## src/rtl/spi_fb_writer.sv

```systemverilog
// SPI slave (mode 0) that streams command/address/data bytes into one or two framebuffer panels.
// Optional frame-done strobe on address wrap: define SPI_FB_FRAME_STROBE_EN.
module spi_fb_writer #(
  parameter int unsigned ADDR_W = 8,
  parameter int unsigned DATA_W = 16
) (
  input  logic              i_clk,
  input  logic              i_rst_n,
  input  logic              i_spi_sclk,
  input  logic              i_spi_cs_n,
  input  logic              i_spi_mosi,
  output logic [ADDR_W-1:0] o_waddr_1,
  output logic [ADDR_W-1:0] o_waddr_2,
  output logic [DATA_W-1:0] o_wdata_1,
  output logic [DATA_W-1:0] o_wdata_2,
  output logic              o_we_1,
  output logic              o_we_2,
  output logic              o_frame_done
);

  localparam int unsigned BYTES  = DATA_W / 8;
  localparam int unsigned BCNT_W = (BYTES > 1) ? $clog2(BYTES) : 1;

  localparam logic [2:0] S_IDLE    = 3'd0;
  localparam logic [2:0] S_CMD     = 3'd1;
  localparam logic [2:0] S_ADDR    = 3'd2;
  localparam logic [2:0] S_DATA    = 3'd3;
  localparam logic [2:0] S_DISCARD = 3'd4;

  logic [1:0]        sclk_sync, cs_sync, mosi_sync, vld_sync;
  logic              sclk_prev, cs_prev, armed;
  logic              sclk_rise, cs_fall, cs_rise;

  logic [2:0]        state_q, state_d;
  logic [7:0]        shift_q, shift_d;
  logic [2:0]        bit_cnt_q, bit_cnt_d;
  logic [BCNT_W-1:0] byte_cnt_q, byte_cnt_d;
  logic [DATA_W-1:0] word_q, word_d;
  logic [ADDR_W-1:0] addr_q, addr_d;
  logic [1:0]        sel_q, sel_d;
  logic [7:0]        byte_val;
  logic [DATA_W-1:0] word_val;
  logic              byte_done;
  logic              wr;

  // Synchronizers; armed only once a real (post-reset) high cs_n has been seen
  always_ff @(posedge i_clk or negedge i_rst_n) begin
    if (!i_rst_n) begin
      sclk_sync <= 2'b00;
      cs_sync   <= 2'b11;
      mosi_sync <= 2'b00;
      vld_sync  <= 2'b00;
      sclk_prev <= 1'b0;
      cs_prev   <= 1'b1;
      armed     <= 1'b0;
    end else begin
      sclk_sync <= {sclk_sync[0], i_spi_sclk};
      cs_sync   <= {cs_sync[0], i_spi_cs_n};
      mosi_sync <= {mosi_sync[0], i_spi_mosi};
      vld_sync  <= {vld_sync[0], 1'b1};
      sclk_prev <= sclk_sync[1];
      cs_prev   <= cs_sync[1];
      armed     <= armed | (vld_sync[1] & cs_sync[1]);
    end
  end

  assign sclk_rise = sclk_sync[1] & ~sclk_prev;
  assign cs_fall   = armed & cs_prev & ~cs_sync[1];
  assign cs_rise   = cs_sync[1] & ~cs_prev;

  assign byte_val  = {shift_q[6:0], mosi_sync[1]};
  assign byte_done = sclk_rise && (bit_cnt_q == 3'd7);
  assign word_val  = DATA_W'({word_q, byte_val});

  always_ff @(posedge i_clk or negedge i_rst_n) begin
    if (!i_rst_n) begin
      state_q    <= S_IDLE;
      shift_q    <= '0;
      bit_cnt_q  <= '0;
      byte_cnt_q <= '0;
      word_q     <= '0;
      addr_q     <= '0;
      sel_q      <= '0;
    end else begin
      state_q    <= state_d;
      shift_q    <= shift_d;
      bit_cnt_q  <= bit_cnt_d;
      byte_cnt_q <= byte_cnt_d;
      word_q     <= word_d;
      addr_q     <= addr_d;
      sel_q      <= sel_d;
    end
  end

  // Next-state and datapath; a word-completing edge still writes when cs_n rises with it
  always_comb begin
    state_d    = state_q;
    shift_d    = shift_q;
    bit_cnt_d  = bit_cnt_q;
    byte_cnt_d = byte_cnt_q;
    word_d     = word_q;
    addr_d     = addr_q;
    sel_d      = sel_q;
    wr         = 1'b0;

    case (state_q)
      S_IDLE: begin
        if (cs_fall) begin
          state_d    = S_CMD;
          shift_d    = '0;
          bit_cnt_d  = '0;
          byte_cnt_d = '0;
          word_d     = '0;
        end
      end
      S_CMD, S_ADDR, S_DATA: begin
        if (sclk_rise) begin
          shift_d   = byte_val;
          bit_cnt_d = bit_cnt_q + 3'd1;
        end
        if (byte_done) begin
          if (state_q == S_CMD) begin
            if (byte_val == 8'h01 || byte_val == 8'h02 || byte_val == 8'h03) begin
              sel_d   = byte_val[1:0];
              state_d = S_ADDR;
            end else begin
              state_d = S_DISCARD;
            end
          end else if (state_q == S_ADDR) begin
            addr_d  = ADDR_W'(byte_val);
            state_d = S_DATA;
          end else begin
            word_d = word_val;
            if (byte_cnt_q == BCNT_W'(BYTES - 1)) begin
              wr         = 1'b1;
              byte_cnt_d = '0;
              addr_d     = addr_q + ADDR_W'(1);
            end else begin
              byte_cnt_d = byte_cnt_q + BCNT_W'(1);
            end
          end
        end
      end
      S_DISCARD: ;
      default: state_d = S_IDLE;
    endcase

    if (cs_rise) state_d = S_IDLE;
  end

  // Registered write ports; address/data hold between strobes
  always_ff @(posedge i_clk or negedge i_rst_n) begin
    if (!i_rst_n) begin
      o_we_1    <= 1'b0;
      o_we_2    <= 1'b0;
      o_waddr_1 <= '0;
      o_waddr_2 <= '0;
      o_wdata_1 <= '0;
      o_wdata_2 <= '0;
    end else begin
      o_we_1 <= wr & sel_q[0];
      o_we_2 <= wr & sel_q[1];
      if (wr & sel_q[0]) begin
        o_waddr_1 <= addr_q;
        o_wdata_1 <= word_val;
      end
      if (wr & sel_q[1]) begin
        o_waddr_2 <= addr_q;
        o_wdata_2 <= word_val;
      end
    end
  end

`ifdef SPI_FB_FRAME_STROBE_EN
  always_ff @(posedge i_clk or negedge i_rst_n) begin
    if (!i_rst_n) o_frame_done <= 1'b0;
    else          o_frame_done <= wr && (addr_q == {ADDR_W{1'b1}});
  end
`else
  assign o_frame_done = 1'b0;
`endif

endmodule

```

## config.mk

```make
export PLATFORM = sky130hd
export DESIGN_NAME = spi_fb_writer
export DESIGN_NICKNAME = d
export VERILOG_FILES = /design/src/rtl/spi_fb_writer.sv
export SDC_FILE = /design/constraint.sdc
export NUM_CORES = 1
export LEC_CHECK = 0
export ABC_CLOCK_PERIOD_IN_PS = 4200
export CAP_MARGIN = 40
export CELL_PAD_IN_SITES_DETAIL_PLACEMENT = 1
export CELL_PAD_IN_SITES_GLOBAL_PLACEMENT = 2
export CORE_MARGIN = 1
export CORE_UTILIZATION = 40
export DETAILED_ROUTE_END_ITERATION = 8
export PLACE_DENSITY_LB_ADDON = 0.1
export SLEW_MARGIN = 20
export SYNTH_ARGS = -nofsm -noshare
export SYNTH_HDL_FRONTEND = slang
export SYNTH_SLANG_ARGS = --single-unit
```

## constraint.sdc

```tcl
create_clock -name i_clk -period 4.2 [get_ports i_clk]
set_input_delay 0.42 -clock i_clk [delete_from_list [all_inputs] [get_ports i_clk]]
set_output_delay 0.42 -clock i_clk [all_outputs]
set_load 0.02 [all_outputs]
```

# == Word level (Yosys, flattened, before mapping) ==
# Cells that the tools add are included.
# classes
mux,31
n_eq_ne,17
reduce_logical,12
add_sub_neg,3
n_bitwise,12
# ops
operator,count
8-bit 2-to-1 mux,6
3-bit 2-to-1 mux,8
"8-bit by 2-bit equality test with 1-bit output, second input constant",2
8-bit one-hot mux with 2 select lines,1
7-bit 2-to-1 mux,2
7-bit one-hot mux with 2 select lines,1
"2-bit != test, second input constant",6
4-bit AND reduction,3
1-bit 2-to-1 mux,10
3-bit one-hot mux with 3 select lines,1
"8-bit by 1-bit adder with 8-bit output, second input constant",1
"8-bit by 1-bit equality test with 1-bit output, second input constant",1
1-bit bitwise AND,7
"3-bit by 2-bit equality test with 1-bit output, second input constant",2
"3-bit equality test, second input constant",2
"3-bit != test, second input constant",2
3-bit one-hot mux with 2 select lines,1
5-bit AND reduction,1
"4-bit != test, second input constant",1
1-bit NOT,4
2-bit nonzero test,2
"3-bit by 1-bit adder with 3-bit output, second input constant",1
"3-bit by 1-bit equality test with 1-bit output, second input constant",1
3-bit logical NOT,1
7 further kinds,8
# totals
reg_bits,93
output_inout_bits,51
wordCells,95

# == Longest topological paths before layout ==
# Gate-level depths: netlist of the first run.
# depth
word_depth,8
mapped_depth,7
depth_no_buf,6

# == Worst setup path after synthesis of the first run ==
# OpenSTA, ideal clock, no wires.
# synth_path
path_type,register to register
from,reg bit_cnt_q[0]
to,reg word_q[1]
period_less_slack_ps,1744
arrival_ps,1617
path_buffers,1
path_slack_ps,2456
t_required_ps,4072
setup_time_ps,128
path_stages_with_launch,8
cell_sequence,dfrtp_1 > ha_1 > ha_1 > nand4b_4 > nor2_4 > or2_1 > buf_2 > mux2_1
# synth_via
elab_chain_len,4
# synth_lines
element,line,source
start: declaration,36,"logic [2:0] bit_cnt_q, bit_cnt_d;"
start signal: assignment,87,bit_cnt_q <= bit_cnt_d;
3-bit equality test,72,assign byte_done = sclk_rise && (bit_cnt_q == 3'd7);
1-bit logical AND,72,
2-bit != test (no line),n/a,
5-bit AND reduction (no line),n/a,
end signal: assignment,89,word_q <= word_d;
end: declaration,38,"logic [DATA_W-1:0] word_q, word_d;"
# Every way passes these cells.
# A chain may end at the register's enable or synchronous reset.

# == Final worst setup path of the first run ==
# layout_path
from,reg bit_cnt_q[0]
to,reg o_waddr_2[0]
# layout_via
elab_chain_len,5
# layout_lines
element,line,source
3-bit equality test,72,
1-bit logical AND,72,
1-bit 2-to-1 mux,121,if (byte_done) begin
1-bit 2-to-1 mux,106,case (state_q)
1-bit bitwise AND,167,if (wr & sel_q[1]) begin
end signal: assignment,168,o_waddr_2 <= addr_q;
end: declaration,13,"output logic [ADDR_W-1:0] o_waddr_2,"
# Every way passes these cells.

==> results of run 1 <==
[through the flow]
stage | instances | hold slack [ns] | cell area [um2] | worst slack (ns) | total power, W
after floorplan | 266 | 0.124 | 3810 | 2.46 | 0.00101
after global placement | 438 | 0.334 | 4440 | 1.93 | 0.00104
after detailed placement | 439 | 0.330 | 4470 | 1.86 | 0.00105
after CTS | 456 | 0.358 | 4670 | 1.84 | 0.00164
after global routing | 457 | 0.363 | 4700 | 1.73 | 0.00169
final | 457 | 0.356 | 4700 | 1.91 | 0.00162
[registers in the layout, summed over array words and instances (netlist names)]
| signal | count |
|---|---|
| byte_cnt_q | 1 |
| sclk_prev | 1 |
| word_q | 8 |
| o_we_2 | 1 |
| cs_sync | 2 |
| addr_q | 8 |
| o_wdata_2 | 16 |
| mosi_sync | 2 |
| shift_q | 7 |
| cs_prev | 1 |
| sel_q | 2 |
| armed | 1 |
| o_waddr_1 | 8 |
| state_q | 3 |
| sclk_sync | 2 |
| vld_sync | 2 |
| bit_cnt_q | 3 |
| o_wdata_1 | 16 |
| o_we_1 | 1 |
| o_waddr_2 | 8 |
[worst max-delay path by stage]
stage	endpoint	slack, ns	cells after the start
3_5_place_dp	o_wdata_1[0]	1.86	6
4_1_cts	o_wdata_1[6]	1.84	6
3_3_place_gp	o_wdata_1[0]	1.93	6
5_1_grt	o_wdata_2[10]	1.73	6
2_1_floorplan	word_q[1]	2.46	7
6_report	o_waddr_2[0]	1.91	6
[layout make-up]
| type | instances | area [um2] | share of cell area [%] |
|---|---|---|---|
| well taps | 129 | 161 | 3.43 |
| clock inverters | 5 | 61.3 | 1.30 |
| flip-flops and latches | 93 | 2330 | 49.6 |
| inverters | 2 | 7.51 | 0.160 |
| multi-input cells | 159 | 1400 | 29.7 |
| clock buffers | 11 | 131 | 2.80 |
| repair buffers | 58 | 611 | 13.0 |
[synthesized netlist by cell type (2+ instances only)]
| cell | instances |
|---|---|
| dfrtp_1 | 90 |
| mux2_2 | 58 |
| nand2_1 | 10 |
| a21oi_1 | 7 |
| and2_2 | 7 |
| buf_2 | 7 |
| mux2_4 | 7 |
| nand3_1 | 6 |
| nor2_1 | 6 |
| and3_1 | 5 |
| o21ai_0 | 5 |
| nand2b_1 | 4 |
| a2bb2oi_1 | 3 |
| buf_6 | 3 |
| dfstp_2 | 3 |
| ha_1 | 3 |
| nor4_1 | 3 |
| o21a_1 | 3 |
| conb_1 | 2 |
| inv_1 | 2 |
| nand3_2 | 2 |
| nor2b_1 | 2 |
| nor3_1 | 2 |
| o22a_1 | 2 |
| o22ai_1 | 2 |
| or2_1 | 2 |
[power by group through the flow]
stage / registers [W] / clock network [W] / logic (W)
2_1_floorplan: 0.000947 / 0 / 0.0000596
3_3_place_gp: 0.000959 / 0 / 0.0000809
3_5_place_dp: 0.000960 / 0 / 0.0000863
4_1_cts: 0.000943 / 0.000612 / 0.0000876
5_1_grt: 0.000946 / 0.000648 / 0.0000941
6_report: 0.000942 / 0.000591 / 0.0000845
[cell families (layout without fill, tap and decap cells)]
logic type / Yosys count / in the layout / synth area share (%)
other: 2 / 2 / 0.197
multiplexers: 66 / 66 / 20.2
AO/OA/AOI/OAI: 30 / 30 / 5.54
buffers and inverters: 14 / 76 / 2.30
AND/OR/NAND/NOR: 58 / 58 / 9.71
flip-flops: 93 / 93 / 61.1
adder cells (fa/ha/maj): 3 / 3 / 0.984
[per-layer routing]
| layer | vias to the layer above | GRT usage (%) |
|---|---|---|
| met5 | - | 0 |
| met4 | 0 | 6.79 |
| met3 | 10 | 3.09 |
| met2 | 40 | 27.7 |
| met1 | 1198 | 24.1 |
| li1 | 1048 | - |
==> metrics, run 1 <==
status=finished clean; top sig layer=met4; Worst Skew=0.00969 ns; Critical R2R Launch=bit_cnt_q[0]; cts hold-fix bufs=1; Netlist Area Pre-Place=0.00381 mm2; TritonRoute pass-1 iters=3; Max IR drop VDD=0.169 mV; RePlAce Congestion=0.702; initial core utilization=41.3%; CTS tree=yes; critical path type=flip-flop to flip-flop; FF-to-FF End=o_waddr_2[0]; setup TNS=0 ns; average size of a mapped cell=14.3 um2; post-layout util=50.9%; #FFs+latches synth=93; die height=99.7 um; final setup fails=0; Total Routing Usage GR=17.5%; crit start category=flip-flop; post-detail-place hpwl=5220 um; largest net degree at the start of global routing=46; full die area=0.00993 mm2; switch share=23.7%; P per Cell Area=344 mW/mm2; Clock Pin Slew Worst Setup and Hold Paths=0.09 ns; Post-CTS Setup Inserts=0; # IOs=56; met2 wire len=3760 um; nets=331; Layout area overhead=23.2%; ANT cells=0; worst slew pin tran=0.742 ns; fillers=937; remaining antenna violation count=0; clk buf depth=2; # resized after CTS=0; cell depth of the worst flop-to-flop path=6; Clock power frac=36.5%; Critical Path AT=2.53 ns; met3 wire length=159 um; Hold EP=mosi_sync[1]; Routed Wire Length=7700 um; cell mode on critical path=ha_1; headroom to the max-slew limit=50.5%; Mapped Cells=266; port bufs=54; Final Max Tran Viols=0; internal power=0.00123 W; Leakage=2.23 nW; Routed WL per cell=16.8 um; DIE WIDTH=99.7 um; hold_sp=mosi_sync[0]; vias in the first global route=2,489; Netlist cell types=46; first-pass GRT wire length=13,200 um; Syn Nets=274; Comb power frac=5.2%; initial antenna violation count=0; Seq/Total Area, Yosys=61.1%; via-per-instance ratio=5.02; clock sink count=93; H-tree depth=3; commonest non-fill, non-tap cell in the layout=dfrtp_1; aggregate global routing overflow=0; async set-reset flop share out of synthesis=100%; DRC viols=0; # rows=35; CP max stage cell=nand3_2; HP Class=flip-flop to flip-flop; Req. time, crit path=4.44 ns; CP Launch Point=bit_cnt_q[0]; crit-path max cell delay=0.60 ns; Worst Path Buf+Inv=0; Clk Latency, worst-skew pair=0.35 ns; commonest non-fill, non-tap cells in the layout=dfrtp_1 (90), mux2_2 (58), clkdlybuf4s50_1 (53); Root Driver=clkbuf_8; Top FF cell, synth=dfrtp_1; synthesis warning total=0; post-synth top area share=59.0%; cell accounting for the most synthesized area=dfrtp_1; RSZ-0062 raised after global routing=false; via count=2,296; Worst Hold Depth=0; CP Capture Type=flip-flop; ranking of synthesized cells by area=dfrtp_1 (59%), mux2_2 (17%), mux2_4 (2.8%), dfstp_2 (2.1%), and2_2 (1.4%); Max Cap Violations=0; Achievable Freq=437 MHz; minimum clock period=2.29 ns; core area=0.00924 mm2; R2R Setup Slk=1.91 ns; CP max FO=24; critical path's top delay family=simple AND/OR/NAND/NOR gates; sequential power share=58.3%; crit share post-route=54.5%; Post-synth EDFFs=0; Initial DRC Count=47; M1 wire length=3630 um; CTS Buf Count=9; Sw Pwr=0.000383 W; CP Cell Sequence=ha_1, ha_1, nand4b_4, nor2_4, nand3_2, mux2_2; endpoints failing hold=0; layout cells sized above 1=30.8%
No activity file was read; power rests on OpenSTA's default activity.
==> run 2: changes to the inputs <==
ABC_CLOCK_PERIOD_IN_PS = 2000   (was 4200)
CORE_UTILIZATION = 34   (was 40)
clock period = 2 ns   (was 4.2 ns; I/O delays follow)
==> run 2 against run 1 <==
  * Wire length up 1.8%
  * Largest cell class unchanged
  * Setup slack worse by 1.8 ns
  * Via count rose by 2.1%
  * Highest routed layer unchanged
  * First-iteration DRC count fell by 4.3%
  * Non-clock buffer count rose by 18
==> metrics, run 2 (synthesis results as in run 1) <==
post-detail-place hpwl=5510 um (+5.6%); Clock Pin Slew Worst Setup and Hold Paths=0.09 ns (about the same); final setup fails=0 (unchanged); # IOs=56 (unchanged); CP max FO=9 (-63%); core area=0.0109 mm2 (+18%); dpl cell area=0.00463 mm2 (+3.6%); first-pass GRT wire length=13,100 um (-1.2%); status=finished clean; final std cells w/o fill=486 (+6.3%); crit share post-route=93.3% (+39 points); DIE WIDTH=108 um (+8.3%); # rows=38 (+8.6%); CP max stage cell=dfrtp_1; design area=0.00492 mm2 (+4.6%); pre-CTS WS=0.152 ns (-1.71 ns); crit start category=flip-flop; nets=349 (+5.4%); largest net degree at the start of global routing=94 (+100%); Max Cap Violations=0 (unchanged); Comb power frac=6.2% (+1.0 points); port bufs=54 (unchanged); Layout area overhead=28.9%; Leakage=2.36 nW (+5.8%); H-tree depth=3 (unchanged); initial antenna violation count=0 (unchanged); clock sink count=93 (unchanged); Setup WS post-layout=0.133 ns (-1.78 ns); Achievable Freq=536 MHz (+23%); Max IR drop VDD=0.411 mV (+140%); CTS tree=yes; aggregate global routing overflow=0 (unchanged); Sw Pwr=0.000819 W (+110%); headroom to the max-slew limit=59.7% (+9.3 points); Clock power frac=41.7% (+5.2 points); Routed Wire Length=7840 um (+1.8%); fillers=1,119 (+19%); crit-path max cell delay=0.37 ns (-0.23 ns); initial core utilization=35.0% (-6.2 points); cell mode on critical path=ha_1; Total Routing Usage GR=15.0% (-2.5 points); layout cells sized above 1=35.3% (+4.5 points); sequential power share=52.1% (-6.2 points); ANT cells=0 (unchanged); internal power=0.00294 W (+140%); critical path type=flip-flop to flip-flop; CTS Buf Count=9 (unchanged); P per Cell Area=764 mW/mm2 (+120%); RePlAce Congestion=0.708 (+0.75%); HP Class=primary input to flip-flop; via-per-instance ratio=4.83 (-4.0%); CP Cell Sequence=ha_1, ha_1, nand4b_4, nor2_4, nand3_2, buf_4, mux2_2; via count=2,345 (+2.1%); dpl cells=467 (+6.4%); vias in the first global route=2,474 (-0.60%); Root Driver=clkbuf_8; commonest non-fill, non-tap cells in the layout=dfrtp_1 (90), mux2_2 (58), clkdlybuf4s50_1 (53); DRC viols=0 (unchanged); commonest non-fill, non-tap cell in the layout=dfrtp_1; biggest regs=o_wdata_1: 16 flops, o_wdata_2: 16 flops; switch share=21.8% (-1.9 points); remaining antenna violation count=0 (unchanged); Routed WL per cell=16.1 um (-4.2%); setup TNS=0 ns (unchanged); Critical Path AT=2.12 ns (-0.41 ns); TritonRoute pass-1 iters=3 (unchanged); Final Max Tran Viols=0 (unchanged); total chip power=0.00376 W (+130%); Initial DRC Count=45 (-4.3%); Clk Latency, worst-skew pair=0.36 ns (about the same); die height=108 um (+8.3%); Worst Skew=0.00867 ns (-0.00102 ns); clk buf depth=2 (unchanged); full die area=0.0116 mm2 (+17%); CP Capture Type=flip-flop; endpoints failing hold=0 (unchanged); worst slew pin tran=0.604 ns (-0.138 ns); Req. time, crit path=2.25 ns (-2.19 ns); minimum clock period=1.87 ns (-0.423 ns)
run 2: cell count changes in the layout (fill, tap and decap cells not counted), sizes merged:
cell      before  now
clkinvlp       3    1
inv            3    2
bufinv         1    3
clkinv         0    1
buf            4   22
run 2: layer usage:
metal / up-vias / part of all wire, % / track usage [%]
li1: 1091 / - / -
met5: - / 0 / 0
met3: 9 / 2.1 / 2.78
met4: 0 / 1.5 / 6.75
met1: 1213 / 48 / 19.6
met2: 32 / 49 / 24.4
run 2: worst paths after layout:
| path | to | slack (ns) | startpoint | depth (start not counted) |
|---|---|---|---|---|
| max | o_wdata_1[6] | 0.13 | bit_cnt_q[0] | 7 |
| min | cs_sync[0] | 0.24 | i_spi_cs_n | 1 |
| max reg2reg | o_wdata_1[6] | 0.13 | bit_cnt_q[0] | 7 |
| min reg2reg | sclk_sync[1] | 0.35 | sclk_sync[0] | 0 |
| max in group asynchronous | cs_sync[0] | 1.18 | i_rst_n | 3 |
| min in group asynchronous | o_waddr_1[1] | 0.43 | i_rst_n | 3 |
run 2: through the flow:
step / util [%] / hold WS [ns]
2_1_floorplan: - / -0.0956
3_3_place_gp: 42.5 / 0.292
3_5_place_dp: 42.5 / 0.292
4_1_cts: 45.0 / 0.217
5_1_grt: 45.2 / 0.214
6_report: 45.2 / 0.236
run 2: final cells by class:
class                           count  area, um2  share of cell area [%]
Clock inverter                      5        106                    2.16
Timing Repair Buffer               76        743                    15.1
Inverter                            2       7.51                   0.153
Clock buffer                       11        151                    3.08
Multi-Input combinational cell    159       1400                    28.5
Sequential cell                    93       2330                    47.4
Tap cell                          140        175                    3.56
run 2: worst max-delay path: cells and delay by family (launching register included):
family	cells	cell delay (ns)
adders and majority gates	2	0.35
buffers and inverters	1	0.23
DFF	1	0.37
muxes	1	0.28
and+or+nand+nor	3	0.53
run 2: power groups by stage:
stage	Sequential (W)	Clock, W	Combinational, W
after floorplan	0.00199	0	0.000125
after global placement	0.00200	0	0.000232
after detailed placement	0.00200	0	0.000235
after CTS	0.00196	0.00162	0.000238
after global routing	0.00197	0.00169	0.000259
final	0.00196	0.00157	0.000231
run 2: repair_timing:
item,4_1_cts,5_1_grt
hold buffers,1,0
endpoints found under the hold margin,90,0
gates resized for setup,0,1
setup buffers,0,2
endpoints found under the setup margin,0,3
==> run 3: changes to the inputs <==
CAP_MARGIN = 30   (was 40)
CORE_MARGIN = 10   (was 1)
SLEW_MARGIN = 30   (was 20)
==> run 3 against run 2 <==
  * Sequential cell count unchanged
  * Die area is 36% higher
  * First-iteration DRC count is 80% higher
  * Non-clock buffer count decreased by 3
  * Cell count down 0.82%
  * Sequential share of layout area fell by 0.30 points
  * Fmax increased by 1.0%
  * Register-to-register slack improved by 0.02 ns
  * Utilization rose by 0.090 points
  * Clock power rose by 9.6%
  * Largest cell class unchanged
==> metrics, run 3 (synthesis results as in run 1) <==
DIE WIDTH=126 um (+17%); worst slew pin tran=0.563 ns (-0.0408 ns); Max Cap Violations=0 (unchanged); Hold EP=cs_sync[0]; CTS tree=yes; CP max stage cell=dfrtp_1; via-per-instance ratio=4.87 (+0.96%); cell depth of the worst flop-to-flop path=7 (unchanged); dpl cells=466 (-0.21%); Root Driver=clkbuf_16; headroom to the max-slew limit=62.5% (+2.7 points); P per Cell Area=791 mW/mm2 (+3.5%); commonest non-fill, non-tap cells in the layout=dfrtp_1 (90), mux2_2 (58), clkdlybuf4s50_1 (53); Max IR drop VDD=0.322 mV (-22%); flip-flop and latch area=0.00233 mm2 (unchanged); CP Cell Sequence=ha_1, ha_1, nand4b_4, nor2_4, or2_1, buf_4, mux2_1; commonest non-fill, non-tap cell in the layout=dfrtp_1; clock sink count=93 (unchanged); final setup fails=0 (unchanged); Critical Path AT=2.07 ns (-0.05 ns); initial core utilization=34.9% (-0.15 points); Routed Wire Length=8510 um (+8.6%); Layout area overhead=29.7%; ANT cells=0 (unchanged); Initial DRC Count=81 (+80%); core area=0.0109 mm2 (+0.44%); Leakage=2.37 nW (+0.47%); final std cells w/o fill=482 (-0.82%); dpl cell area=0.00463 mm2 (+0.11%); RePlAce Congestion=0.726 (+2.6%); setup TNS=0 ns (unchanged); R2R Setup Slk=0.15 ns (+0.02 ns); Worst Skew=0.0101 ns (+0.00143 ns); biggest regs=o_wdata_1: 16 flops, o_wdata_2: 16 flops; port bufs=54 (unchanged); TritonRoute pass-1 iters=4 (+1); Total Routing Usage GR=11.2% (-3.9 points); CTS Buf Count=9 (unchanged); H-tree depth=3 (unchanged); layout cells sized above 1=34.5% (-0.76 points); DRC viols=0 (unchanged); Clk Latency, worst-skew pair=0.34 ns (-0.02 ns); Final Max Tran Viols=0 (unchanged); cell mode on critical path=ha_1; Routed WL per cell=17.7 um (+9.5%); remaining antenna violation count=0 (unchanged); Worst Path Buf+Inv=1 (unchanged); RSZ-0062 raised after global routing=false; critical path's top delay family=simple AND/OR/NAND/NOR gates; HP Class=primary input to flip-flop; post-detail-place hpwl=6050 um (+9.7%); die height=126 um (+17%); # IOs=56 (unchanged); design area=0.00495 mm2 (+0.64%); # rows=38 (unchanged); hold_sp=i_spi_cs_n; crit-path max cell delay=0.38 ns (about the same); Req. time, crit path=2.22 ns (-0.03 ns); total chip power=0.00391 W (+4.2%); largest net degree at the start of global routing=46 (-51%); CP Capture Type=flip-flop; nets=346 (-0.86%); aggregate global routing overflow=0 (unchanged); minimum clock period=1.85 ns (-0.0193 ns); crit share post-route=92.4% (-0.97 points); crit start category=flip-flop; initial antenna violation count=0 (unchanged); CP max FO=7 (-2); endpoints failing hold=0 (unchanged); FF-to-FF End=word_q[1]; Clock Pin Slew Worst Setup and Hold Paths=0.06 ns (-0.03 ns); clk buf depth=2 (unchanged); vias in the first global route=2,621 (+5.9%); status=finished clean; Achievable Freq=541 MHz (+1.0%); fillers=1,120 (+0.089%); via count=2,348 (+0.13%); full die area=0.0159 mm2 (+36%); first-pass GRT wire length=14,400 um (+10%); Critical R2R Launch=bit_cnt_q[0]; area taken by multi-input logic gates=0.00140 mm2 (unchanged); Worst Hold Depth=1 (unchanged); critical path type=flip-flop to flip-flop
[run 3: final cells by class]
cell class                      count  share of cell area, %
Inverter                            2                  0.152
Timing Repair Buffer               73                   14.8
Clock buffer                       10                   4.83
Clock inverter                      5                   1.21
Tap cell                          140                   3.54
Sequential cell                    93                   47.1
Multi-Input combinational cell    159                   28.3
[run 3: how the worst max path moves through the flow]
stage / start / end / slack [ns] / depth (start not counted)
global placement: shift_q[4] / sel_q[1] / 0.13 / 5
finish: bit_cnt_q[0] / word_q[1] / 0.15 / 7
CTS: shift_q[4] / sel_q[1] / 0.10 / 5
floorplan: bit_cnt_q[0] / word_q[1] / 0.26 / 7
detailed placement: shift_q[4] / sel_q[1] / 0.13 / 5
global route: bit_cnt_q[0] / word_q[2] / 0.02 / 7
[run 3: metrics by stage]
| stage | util (%) | hold slack (ns) | setup WS, ns |
|---|---|---|---|
| after floorplan | - | -0.0956 | 0.256 |
| after global placement | 42.4 | 0.106 | 0.131 |
| after detailed placement | 42.4 | 0.114 | 0.132 |
| after CTS | 45.2 | 0.255 | 0.101 |
| after global routing | 45.3 | 0.264 | 0.0171 |
| final | 45.3 | 0.268 | 0.153 |
[run 3: report_power, final]
group / internal (W) / switching, W / total [W]
clock network: 0.00100 / 0.000718 / 0.00172
registers: 0.00193 / 0.0000358 / 0.00196
logic: 0.000111 / 0.000121 / 0.000233
[run 3: worst register-to-register path, stage by stage, from the launching register on]
cell	delay, ns
dfrtp_1	0.38
ha_1	0.20
ha_1	0.22
nand4b_4	0.14
nor2_4	0.07
or2_1	0.25
buf_4	0.17
mux2_1	0.30
[run 3: what timing repair did]
item / CTS / global route
gates resized for setup: 0 / 1
hold endpoints to repair: 17 / 0
setup endpoints to repair: 0 / 2
buffers inserted: 0 / 0
hold buffers: 1 / 0
[run 3: per-layer routing]
layer	GRT usage, %	up-vias	part of all wire (%)
li1	-	1091	-
met1	14.2	1206	46
met2	17.6	42	48
met3	3.48	9	4.9
met4	3.82	0	1.4
met5	0	-	0
